## src/rtl/hack_pkg.sv

```systemverilog
// Shared types and default widths for the Hack boot sequencer and CPU glue.
package hack_pkg;

  localparam int HACK_DATA_WIDTH    = 16;
  localparam int HACK_ADDRESS_WIDTH = 16;
  localparam int HACK_ROM_DEPTH     = 64;
  localparam int HACK_RST_CYCLES    = 2;
  localparam int HACK_HALT_REPEAT   = 4;
  localparam int HACK_CYCLE_WIDTH   = 32;

  typedef enum logic [2:0] {
    ST_IDLE    = 3'd0,
    ST_LOAD    = 3'd1,
    ST_RELEASE = 3'd2,
    ST_RUN     = 3'd3,
    ST_HALTED  = 3'd4,
    ST_ERROR   = 3'd5
  } boot_state_t;

  // States in which the sequencer owns the CPU and the instruction RAM.
  function automatic logic state_is_busy(input boot_state_t s);
    return (s == ST_LOAD) || (s == ST_RELEASE) || (s == ST_RUN);
  endfunction

endpackage

```

## src/rtl/hack_halt_detect.sv

```systemverilog
// End-of-program detector: watches the CPU program counter while running and
// flags a halt once the PC repeats with period 1 or 2 for HALT_REPEAT cycles.
module hack_halt_detect #(
  parameter int ADDRESS_WIDTH = 16,
  parameter int HALT_REPEAT   = 4
) (
  input  logic                     clk_i,
  input  logic                     rst_ni,
  input  logic                     run_i,
  input  logic [ADDRESS_WIDTH-1:0] pc_i,
  output logic                     halt_o
);

  localparam int MW = $clog2(HALT_REPEAT + 1);
  localparam logic [MW-1:0] MATCH_MAX = MW'(HALT_REPEAT);

  logic [ADDRESS_WIDTH-1:0] pc_d1_q, pc_d2_q;
  logic [1:0]               hist_q;
  logic [MW-1:0]            match_q, match_d;

  // Comparing against the PC two samples back catches both "jmp self" and
  // a two-instruction "@x; 0;JMP" loop with a single comparator.
  always_comb begin
    match_d = match_q;
    if (hist_q == 2'd2) begin
      if (pc_i == pc_d2_q) begin
        match_d = (match_q == MATCH_MAX) ? match_q : match_q + MW'(1);
      end else begin
        match_d = '0;
      end
    end
    halt_o = run_i && (match_d == MATCH_MAX);
  end

  // PC history and match count live only while running; anything else wipes them.
  always_ff @(posedge clk_i or negedge rst_ni) begin
    if (!rst_ni) begin
      pc_d1_q <= '0;
      pc_d2_q <= '0;
      hist_q  <= 2'd0;
      match_q <= '0;
    end else if (!run_i) begin
      pc_d1_q <= '0;
      pc_d2_q <= '0;
      hist_q  <= 2'd0;
      match_q <= '0;
    end else begin
      pc_d2_q <= pc_d1_q;
      pc_d1_q <= pc_i;
      if (hist_q != 2'd2) hist_q <= hist_q + 2'd1;
      match_q <= match_d;
    end
  end

endmodule

```

## src/rtl/hack_boot_ctrl.sv

```systemverilog
// Boot and run sequencer for the Hack CPU: loads a program from a stream into
// instruction RAM, releases the CPU from reset, and freezes it at the final loop.
//
// Load stream handshake: a word transfers on a rising edge where load_valid_i
// and load_ready_o are both high. load_ready_o depends only on state (never on
// load_valid_i); the source must hold data/last stable while valid is high
// and not yet accepted.
module hack_boot_ctrl
  import hack_pkg::*;
#(
  parameter int DATA_WIDTH    = HACK_DATA_WIDTH,
  parameter int ADDRESS_WIDTH = HACK_ADDRESS_WIDTH,
  parameter int ROM_DEPTH     = HACK_ROM_DEPTH,
  parameter int RST_CYCLES    = HACK_RST_CYCLES,
  parameter int HALT_REPEAT   = HACK_HALT_REPEAT,
  parameter int CYCLE_WIDTH   = HACK_CYCLE_WIDTH
) (
  input  logic                     clk_i,
  input  logic                     rst_ni,
  input  logic                     start_i,
  input  logic                     abort_i,
  input  logic                     load_valid_i,
  output logic                     load_ready_o,
  input  logic [DATA_WIDTH-1:0]    load_data_i,
  input  logic                     load_last_i,
  output logic                     rom_we_o,
  output logic [ADDRESS_WIDTH-1:0] rom_addr_o,
  output logic [DATA_WIDTH-1:0]    rom_wdata_o,
  output logic                     cpu_rst_o,
  input  logic [ADDRESS_WIDTH-1:0] cpu_pc_i,
  output logic                     busy_o,
  output logic                     done_o,
  output logic                     error_o,
  output logic [ADDRESS_WIDTH-1:0] word_count_o,
  output logic [CYCLE_WIDTH-1:0]   run_cycles_o,
  output boot_state_t              state_o
);

  localparam int RW = (RST_CYCLES > 1) ? $clog2(RST_CYCLES) : 1;
  localparam logic [RW-1:0]            REL_LAST = RW'(RST_CYCLES - 1);
  localparam logic [ADDRESS_WIDTH-1:0] LAST_IDX = ADDRESS_WIDTH'(ROM_DEPTH - 1);

  boot_state_t              state_q;
  logic                     rom_we_q;
  logic [ADDRESS_WIDTH-1:0] rom_addr_q;
  logic [DATA_WIDTH-1:0]    rom_wdata_q;
  logic                     cpu_rst_q;
  logic [ADDRESS_WIDTH-1:0] word_count_q;
  logic [CYCLE_WIDTH-1:0]   run_cycles_q;
  logic [RW-1:0]            rel_cnt_q;

  logic                     hs;
  logic                     halt;
  logic [CYCLE_WIDTH-1:0]   run_cycles_inc;

  assign load_ready_o = (state_q == ST_LOAD);
  assign busy_o       = state_is_busy(state_q);
  assign done_o       = (state_q == ST_HALTED);
  assign error_o      = (state_q == ST_ERROR);
  assign state_o      = state_q;
  assign rom_we_o     = rom_we_q;
  assign rom_addr_o   = rom_addr_q;
  assign rom_wdata_o  = rom_wdata_q;
  assign cpu_rst_o    = cpu_rst_q;
  assign word_count_o = word_count_q;
  assign run_cycles_o = run_cycles_q;

  assign hs = load_valid_i && load_ready_o;
  assign run_cycles_inc = (&run_cycles_q) ? run_cycles_q : run_cycles_q + CYCLE_WIDTH'(1);

  hack_halt_detect #(
    .ADDRESS_WIDTH (ADDRESS_WIDTH),
    .HALT_REPEAT   (HALT_REPEAT)
  ) u_halt (
    .clk_i  (clk_i),
    .rst_ni (rst_ni),
    .run_i  (state_q == ST_RUN),
    .pc_i   (cpu_pc_i),
    .halt_o (halt)
  );

  // Sequencer FSM plus all registered outputs. An accepted word is always
  // written one cycle later, even if abort arrives on the same edge.
  always_ff @(posedge clk_i or negedge rst_ni) begin
    if (!rst_ni) begin
      state_q      <= ST_IDLE;
      rom_we_q     <= 1'b0;
      rom_addr_q   <= '0;
      rom_wdata_q  <= '0;
      cpu_rst_q    <= 1'b1;
      word_count_q <= '0;
      run_cycles_q <= '0;
      rel_cnt_q    <= '0;
    end else begin
      rom_we_q <= 1'b0;
      if (hs) begin
        rom_we_q     <= 1'b1;
        rom_addr_q   <= word_count_q;
        rom_wdata_q  <= load_data_i;
        word_count_q <= word_count_q + ADDRESS_WIDTH'(1);
      end

      if (abort_i) begin
        state_q   <= ST_IDLE;
        cpu_rst_q <= 1'b1;
      end else begin
        case (state_q)
          ST_IDLE, ST_HALTED, ST_ERROR: begin
            if (start_i) begin
              state_q      <= ST_LOAD;
              word_count_q <= '0;
              run_cycles_q <= '0;
              cpu_rst_q    <= 1'b1;
            end
          end
          ST_LOAD: begin
            if (hs) begin
              if (load_last_i) begin
                state_q   <= ST_RELEASE;
                rel_cnt_q <= '0;
              end else if (word_count_q == LAST_IDX) begin
                state_q <= ST_ERROR;
              end
            end
          end
          ST_RELEASE: begin
            if (rel_cnt_q == REL_LAST) begin
              state_q      <= ST_RUN;
              cpu_rst_q    <= 1'b0;
              run_cycles_q <= run_cycles_inc;
            end else begin
              rel_cnt_q <= rel_cnt_q + RW'(1);
            end
          end
          ST_RUN: begin
            if (halt) begin
              state_q   <= ST_HALTED;
              cpu_rst_q <= 1'b1;
            end else begin
              run_cycles_q <= run_cycles_inc;
            end
          end
          default: begin
            state_q   <= ST_IDLE;
            cpu_rst_q <= 1'b1;
          end
        endcase
      end
    end
  end

endmodule

```

## config.mk

```make
export PLATFORM = sky130hd
export DESIGN_NAME = hack_boot_ctrl
export DESIGN_NICKNAME = d
export VERILOG_FILES = /design/src/rtl/hack_pkg.sv /design/src/rtl/hack_halt_detect.sv /design/src/rtl/hack_boot_ctrl.sv
export SDC_FILE = /design/constraint.sdc
export NUM_CORES = 1
export LEC_CHECK = 0
export ABC_AREA = 1
export CELL_PAD_IN_SITES_DETAIL_PLACEMENT = 1
export CELL_PAD_IN_SITES_GLOBAL_PLACEMENT = 1
export CORE_AREA = 2 2 130 132
export CTS_CLUSTER_SIZE = 10
export DETAILED_ROUTE_END_ITERATION = 12
export DIE_AREA = 0 0 132 134
export HOLD_SLACK_MARGIN = 0.12
export PLACE_DENSITY = 0.82
export SETUP_SLACK_MARGIN = 0.4
export SLEW_MARGIN = 20
export SYNTH_ARGS = -nofsm -noshare
export SYNTH_HDL_FRONTEND = slang
export SYNTH_HIERARCHICAL = 1
export SYNTH_SLANG_ARGS = --single-unit
```

## constraint.sdc

```tcl
create_clock -name clk_i -period 4.3 [get_ports clk_i]
set_clock_uncertainty 0.2 [all_clocks]
set_input_delay 0.86 -clock clk_i [delete_from_list [all_inputs] [get_ports clk_i]]
set_output_delay 0.86 -clock clk_i [all_outputs]
set_load 0.01 [all_outputs]
```

---- Word level (Yosys, flattened, before mapping) ----
Cells that the tools add are included.
storage, ports and cells
  flip-flop bits (word level) ............. 123
  latch bits .............................. 0
  bits in writable memories ............... 0
  memory bits (read-only) ................. 0
  input bits .............................. 38
  logic and storage cells ................. 89
  memories ................................ 0
cells by class
  add/subtract/negate cells ............... 5
  multiply operators ...................... 0
  div/mod/pow operators ................... 0
  $lt $le $gt $ge ......................... 0
  eq/ne operators ......................... 23
  shift operators ......................... 0
  multiplexer cells ....................... 35
  bitwise gates (word level) .............. 1
  reduce and logical (&&, ||, !) cells .... 13
operators by type and width
  operator               number
  $mux 32                4
  $mux 16                6
  $pmux 32 s3            1
  $mux 3                 11
  $add 32x1->32 const B  1
  $reduce_and 32->1      1
  $add 16x1->16 const B  1
  $eq 16x16->1           1
  $eq 16x6->1 const B    1
  $eq 3x3->1 const B     4
  $ne 2x2->1 const B     6
  $pmux 3 s4             1
  $reduce_and 5->1       2
  $ne 3x3->1 const B     3
  $mux 1                 8
  $reduce_and 4->1       2
  $eq 3x2->1 const B     2
  $mux 2                 2
  $ne 2x1->1 const B     2
  $ne 4x2->1 const B     1
  $pmux 1 s4             1
  $add 3x1->3 const B    1
  $eq 3x1->1 const B     1
  $logic_not 3->1        1
  other kinds (11)       13

---- Depth between registers and ports, before layout ----
  depth in word-level cells ............... 9
  gate-level depth with buffers ........... 19

---- By module ----
Netlist, hierarchy kept.
modules (own cells, without submodules)
  module            instances  cells each  area an instance (um2)  seq. area each (um2)
  hack_boot_ctrl    1          654         4688.2                  2153.3
  hack_halt_detect  1          221         1679.1                  925.9

---- Worst setup path before layout ----
No wires, ideal clock.
  kind .................................... input port to flip-flop
  start ................................... input cpu_pc_i[2]
  end ..................................... register run_cycles_q[0], in the netlist run_cycles_o[0]
  arrival time ............................ 2145 ps
  data required time ...................... 3965 ps
  setup slack ............................. 1819 ps
  cell stages on the path ................. 18
  path buffers ............................ 1
  cell sequence ........................... inv_1 -> nand2_1 -> nand2_1 -> nor2_1 -> nand2_1 -> nor2_2 -> nand2_1 -> nand2_2 -> nand2_1 -> nand2_1 -> nor2_1 -> nand2_1 -> nand3_1 -> nor2_4 -> nand2_4 -> buf_6 -> nand2_1 -> o21ai_0
between the ends
  word-level cells in the longest chain between the ends .. 7
RTL lines
  item                        line                    RTL
  start: declaration          hack_boot_ctrl.sv:30    input logic [ADDRESS_WIDTH-1:0] cpu_pc_i,
  $eq 16x16->1                hack_halt_detect.sv:26  if (pc_i == pc_d2_q) begin
  $mux 3                      hack_halt_detect.sv:26
  $mux 3                      hack_halt_detect.sv:25  if (hist_q == 2'd2) begin
  $eq 3x3->1                  hack_halt_detect.sv:32  halt_o = run_i && (match_d == MATCH_MAX);
  $logic_and 1x1->1           hack_halt_detect.sv:32
  named net halt              hack_boot_ctrl.sv:53    logic halt;
  $ne 2x2->1 (no line)        -
  $reduce_and 5->1 (no line)  -
  end signal: assignment      hack_boot_ctrl.sv:130   run_cycles_q <= run_cycles_inc;
  end signal: assignment      hack_boot_ctrl.sv:140   run_cycles_q <= run_cycles_inc;
  end: declaration            hack_boot_ctrl.sv:49    logic [CYCLE_WIDTH-1:0] run_cycles_q;
The timed path passes the listed nets, and every way through them passes these cells.
A chain may end at the register's enable or synchronous reset.

---- Final worst setup path ----
  start ................................... input cpu_pc_i[1]
  end ..................................... register run_cycles_q[10], in the netlist run_cycles_o[10]
The elaborated chain is that of the path after synthesis.

==> flow_summary.yaml <==
sta:
  finalHoldViolCount: 0
  final-setup-viol-count: 0
  period_minus_slack_ns: 3.04
  period_share_pct: 70.8
  drv_slew: 0
  rsz0062_at_grt: "false"
  tns_ns: 0
  worst_slack_ns: 1.26
  relSlewSlack_pct: 65.8
  tightestPinTransition_ns: 0.513
  fmax_mhz: 328
setup_path:
  setup.worst_path.end_class: "flip-flop"
  worstSetupEndpoint: "run_cycles_o[10]$_DFFE_PN0P_"
  crit_fanout: 44
  crit_start: "cpu_pc_i[1]"
  worst_setup_path_start_kind: "input pin"
  worstPathArrival_ns: 3.15
  worstReg2RegStart: "state_o[2]$_DFFE_PN0P_"
  reg2reg_depth: 14
  reg2reg_slack_ns: 1.67
  worstSetupPathType: "input pin to flip-flop"
  r2r_end: "run_cycles_o[10]$_DFFE_PN0P_"
  required_ns: 4.41
yosys:
  yosysTopAreaCell: "dfrtp_1"
  synth.yosys.seq_area_share_pct: 48.4
  synth_ff_type: "dfrtp_1"
  synth-seq-cells: 123
  synth_top_cell_area_share_pct: 47.9
  ys_top_cells_by_area: "dfrtp_1 (48%), nand2_1 (20%), inv_1 (6.7%)"
  netlist_instances: 875
  synth.net_count: 918
  synth_edf_count: 0
  syn_area_um2: 6370
  synth.most_common_cell: "nand2_1"
  synthDistinctLibCells: 30
  synthTopCellsByCount: "nand2_1 (338), dfrtp_1 (122), inv_1 (114), nor2_1 (114), nand3_1 (44)"
  synth.avg_cell_area_um2: 7.28
  async_flop_share_pct: 100
  yosysWarnings: 6
drt:
  drcViolationCount: 0
  drt-total-wl_mm: 18.4
  wire_per_inst_um: 14.9
  drt_iter0_markers: 225
  num_vias: 5944
  dr.pass1.iters: 4
  routed_via_density: 4.81
  antenna_left: 0
placed_design:
  dp.cells: 1206
  dp_slack_ns: 0.782
  hpwlAfterDp_mm: 13.0
  port_buffers: 126
  globalplace.congestion: 0.834
finish:
  drive_gt1_share_pct: 6.78
  syn_to_final_growth_pct: 32.7
  nFillCells: 2051
  nets: 1048
  instances_no_fill: 1237
  diodes: 0
cts:
  clock_latency_ns: 0.42
  cts-root-buf: "clkbuf_16"
  cts_max_path_buffers: 2
  cts_tree: "yes"
  clock_sinks: 123
  path_clk_slew_ns: 0.05
  numCtsBuffers: 17
  cts_resized: 0
  cts.htree.levels: 4
  ctsHoldBuffers: 0
  cts_setup_buffers: 0
global_routing:
  grt_pass1_vias: 6351
  grt_first_pass_wirelength_mm: 31.4
  grt_max_degree: 96
  track_usage_pct: 22.2
  antenna_found_initial: 0
  grt_overflow: 0
floorplan:
  fp.dieW_um: 132
  rows: 47
  dieArea_um2: 17700
  io_pins: 127
  core_area_um2: 16300
  initial_core_util_pct: 39.1
  dieHeight_um: 134
pwr:
  power.density_nw_per_um2: 453
  p_leak_uw: 0.00410
  max-vdd-ir-drop_mv: 0.343
  power.total_uw: 3830
run:
  cap_violations: 0
min_path:
  hp-class: "input pin to asynchronous set/reset pin"
run_status:
  status: "complete, no violations"
-- layer usage --
metal	wire length [um]	vias up	track usage, %
met1	7930	2872	26.6
met3	1030	30	5.78
li1	-	2914	-
met5	0	-	0
met2	9090	128	38.3
met4	388	0	8.51
-- critical path, stage by stage --
cell             delay, ns
clkdlybuf4s50_1       0.50
nand2_1               0.07
inv_1                 0.07
nor2_1                0.05
nor2_1                0.10
nand2_1               0.09
nor2_2                0.14
nand2_1               0.08
nand2_2               0.08
nand3_2               0.07
nor2_1                0.14
nand2_1               0.07
nand3_1               0.13
nor2_4                0.06
nand2_4               0.35
inv_1                 0.14
nand2_1               0.09
nand2_1               0.05
-- registers in the layout (all words and copies together) (netlist names) --
| name | count |
|---|---|
| cpu_rst_o | 1 |
| rom_wdata_o | 16 |
| rom_we_o | 1 |
| u_halt/hist_q | 2 |
| u_halt/pc_d1_q | 16 |
| rom_addr_o | 16 |
| rel_cnt_q | 1 |
| state_o | 3 |
| u_halt/pc_d2_q | 16 |
| u_halt/match_q | 3 |
| run_cycles_o | 32 |
| word_count_o | 16 |
-- logic make-up after synthesis --
group           count (synthesis)  share of synthesized area, %
compound gates                 70                          6.25
buf+inv                       138                          8.78
xor+xnor                       15                          2.06
simple gates                  524                          33.6
flops                         123                          48.4
fa+ha+maj                       5                         0.983
-- worst min-delay path by stage --
stage | end | from | slack [ns] | depth (start not counted)
after CTS | u_halt/pc_d2_q[5]$_DFF_PN0_ | rst_ni | 0.17 | 1
after detailed placement | u_halt/pc_d2_q[14]$_DFF_PN0_ | u_halt/pc_d1_q[14]$_DFF_PN0_ | 0.23 | 2
after floorplan | u_halt/pc_d2_q[0]$_DFF_PN0_ | u_halt/pc_d1_q[0]$_DFF_PN0_ | 0.21 | 2
final | u_halt/pc_d2_q[5]$_DFF_PN0_ | rst_ni | 0.17 | 1
after global placement | u_halt/pc_d2_q[10]$_DFF_PN0_ | u_halt/pc_d1_q[10]$_DFF_PN0_ | 0.21 | 2
after global routing | u_halt/pc_d2_q[5]$_DFF_PN0_ | rst_ni | 0.18 | 1
-- where the power goes --
part | internal [uW] | switching, uW | total, uW
registers | 1300 | 107 | 1400
clock network | 1010 | 503 | 1510
logic | 387 | 521 | 908
total | 2700 | 1130 | 3830
-- metrics by stage --
stage	util (%)	cell area, um2	hold WS, ns
floorplan	-	6370	0.213
global placement	48.1	7830	0.213
detailed placement	48.1	7830	0.227
CTS	51.9	8450	0.174
global route	51.9	8450	0.184
finish	51.9	8450	0.168
-- area by class of cell --
type	count	area, um2	share of cell area (%)
sequential	123	3080	36.5
inverter	120	450	5.33
tap	220	275	3.26
clock buffer	24	482	5.70
clock inverter	7	138	1.63
timing repair buffer	129	1290	15.3
multi-input combinational	614	2730	32.3
-- placed cells by master (no fill, tap or decap), types with 4 or more instances in the layout --
cell               n
nand2_1          338
clkdlybuf4s50_1  125
dfrtp_1          122
nor2_1           114
inv_1            114
nand3_1           44
o21ai_0           24
a21oi_1           21
clkbuf_16         17
o21ai_1           11
o21ai_2           10
xor2_1             9
inv_2              6
xnor2_1            6
nor2_2             5
ha_1               5
nand4_1            4
nand2_2            4
nor2_4             4
bufinv_16          4
clkbuf_1           4
Power figures use the tool's default switching activity.
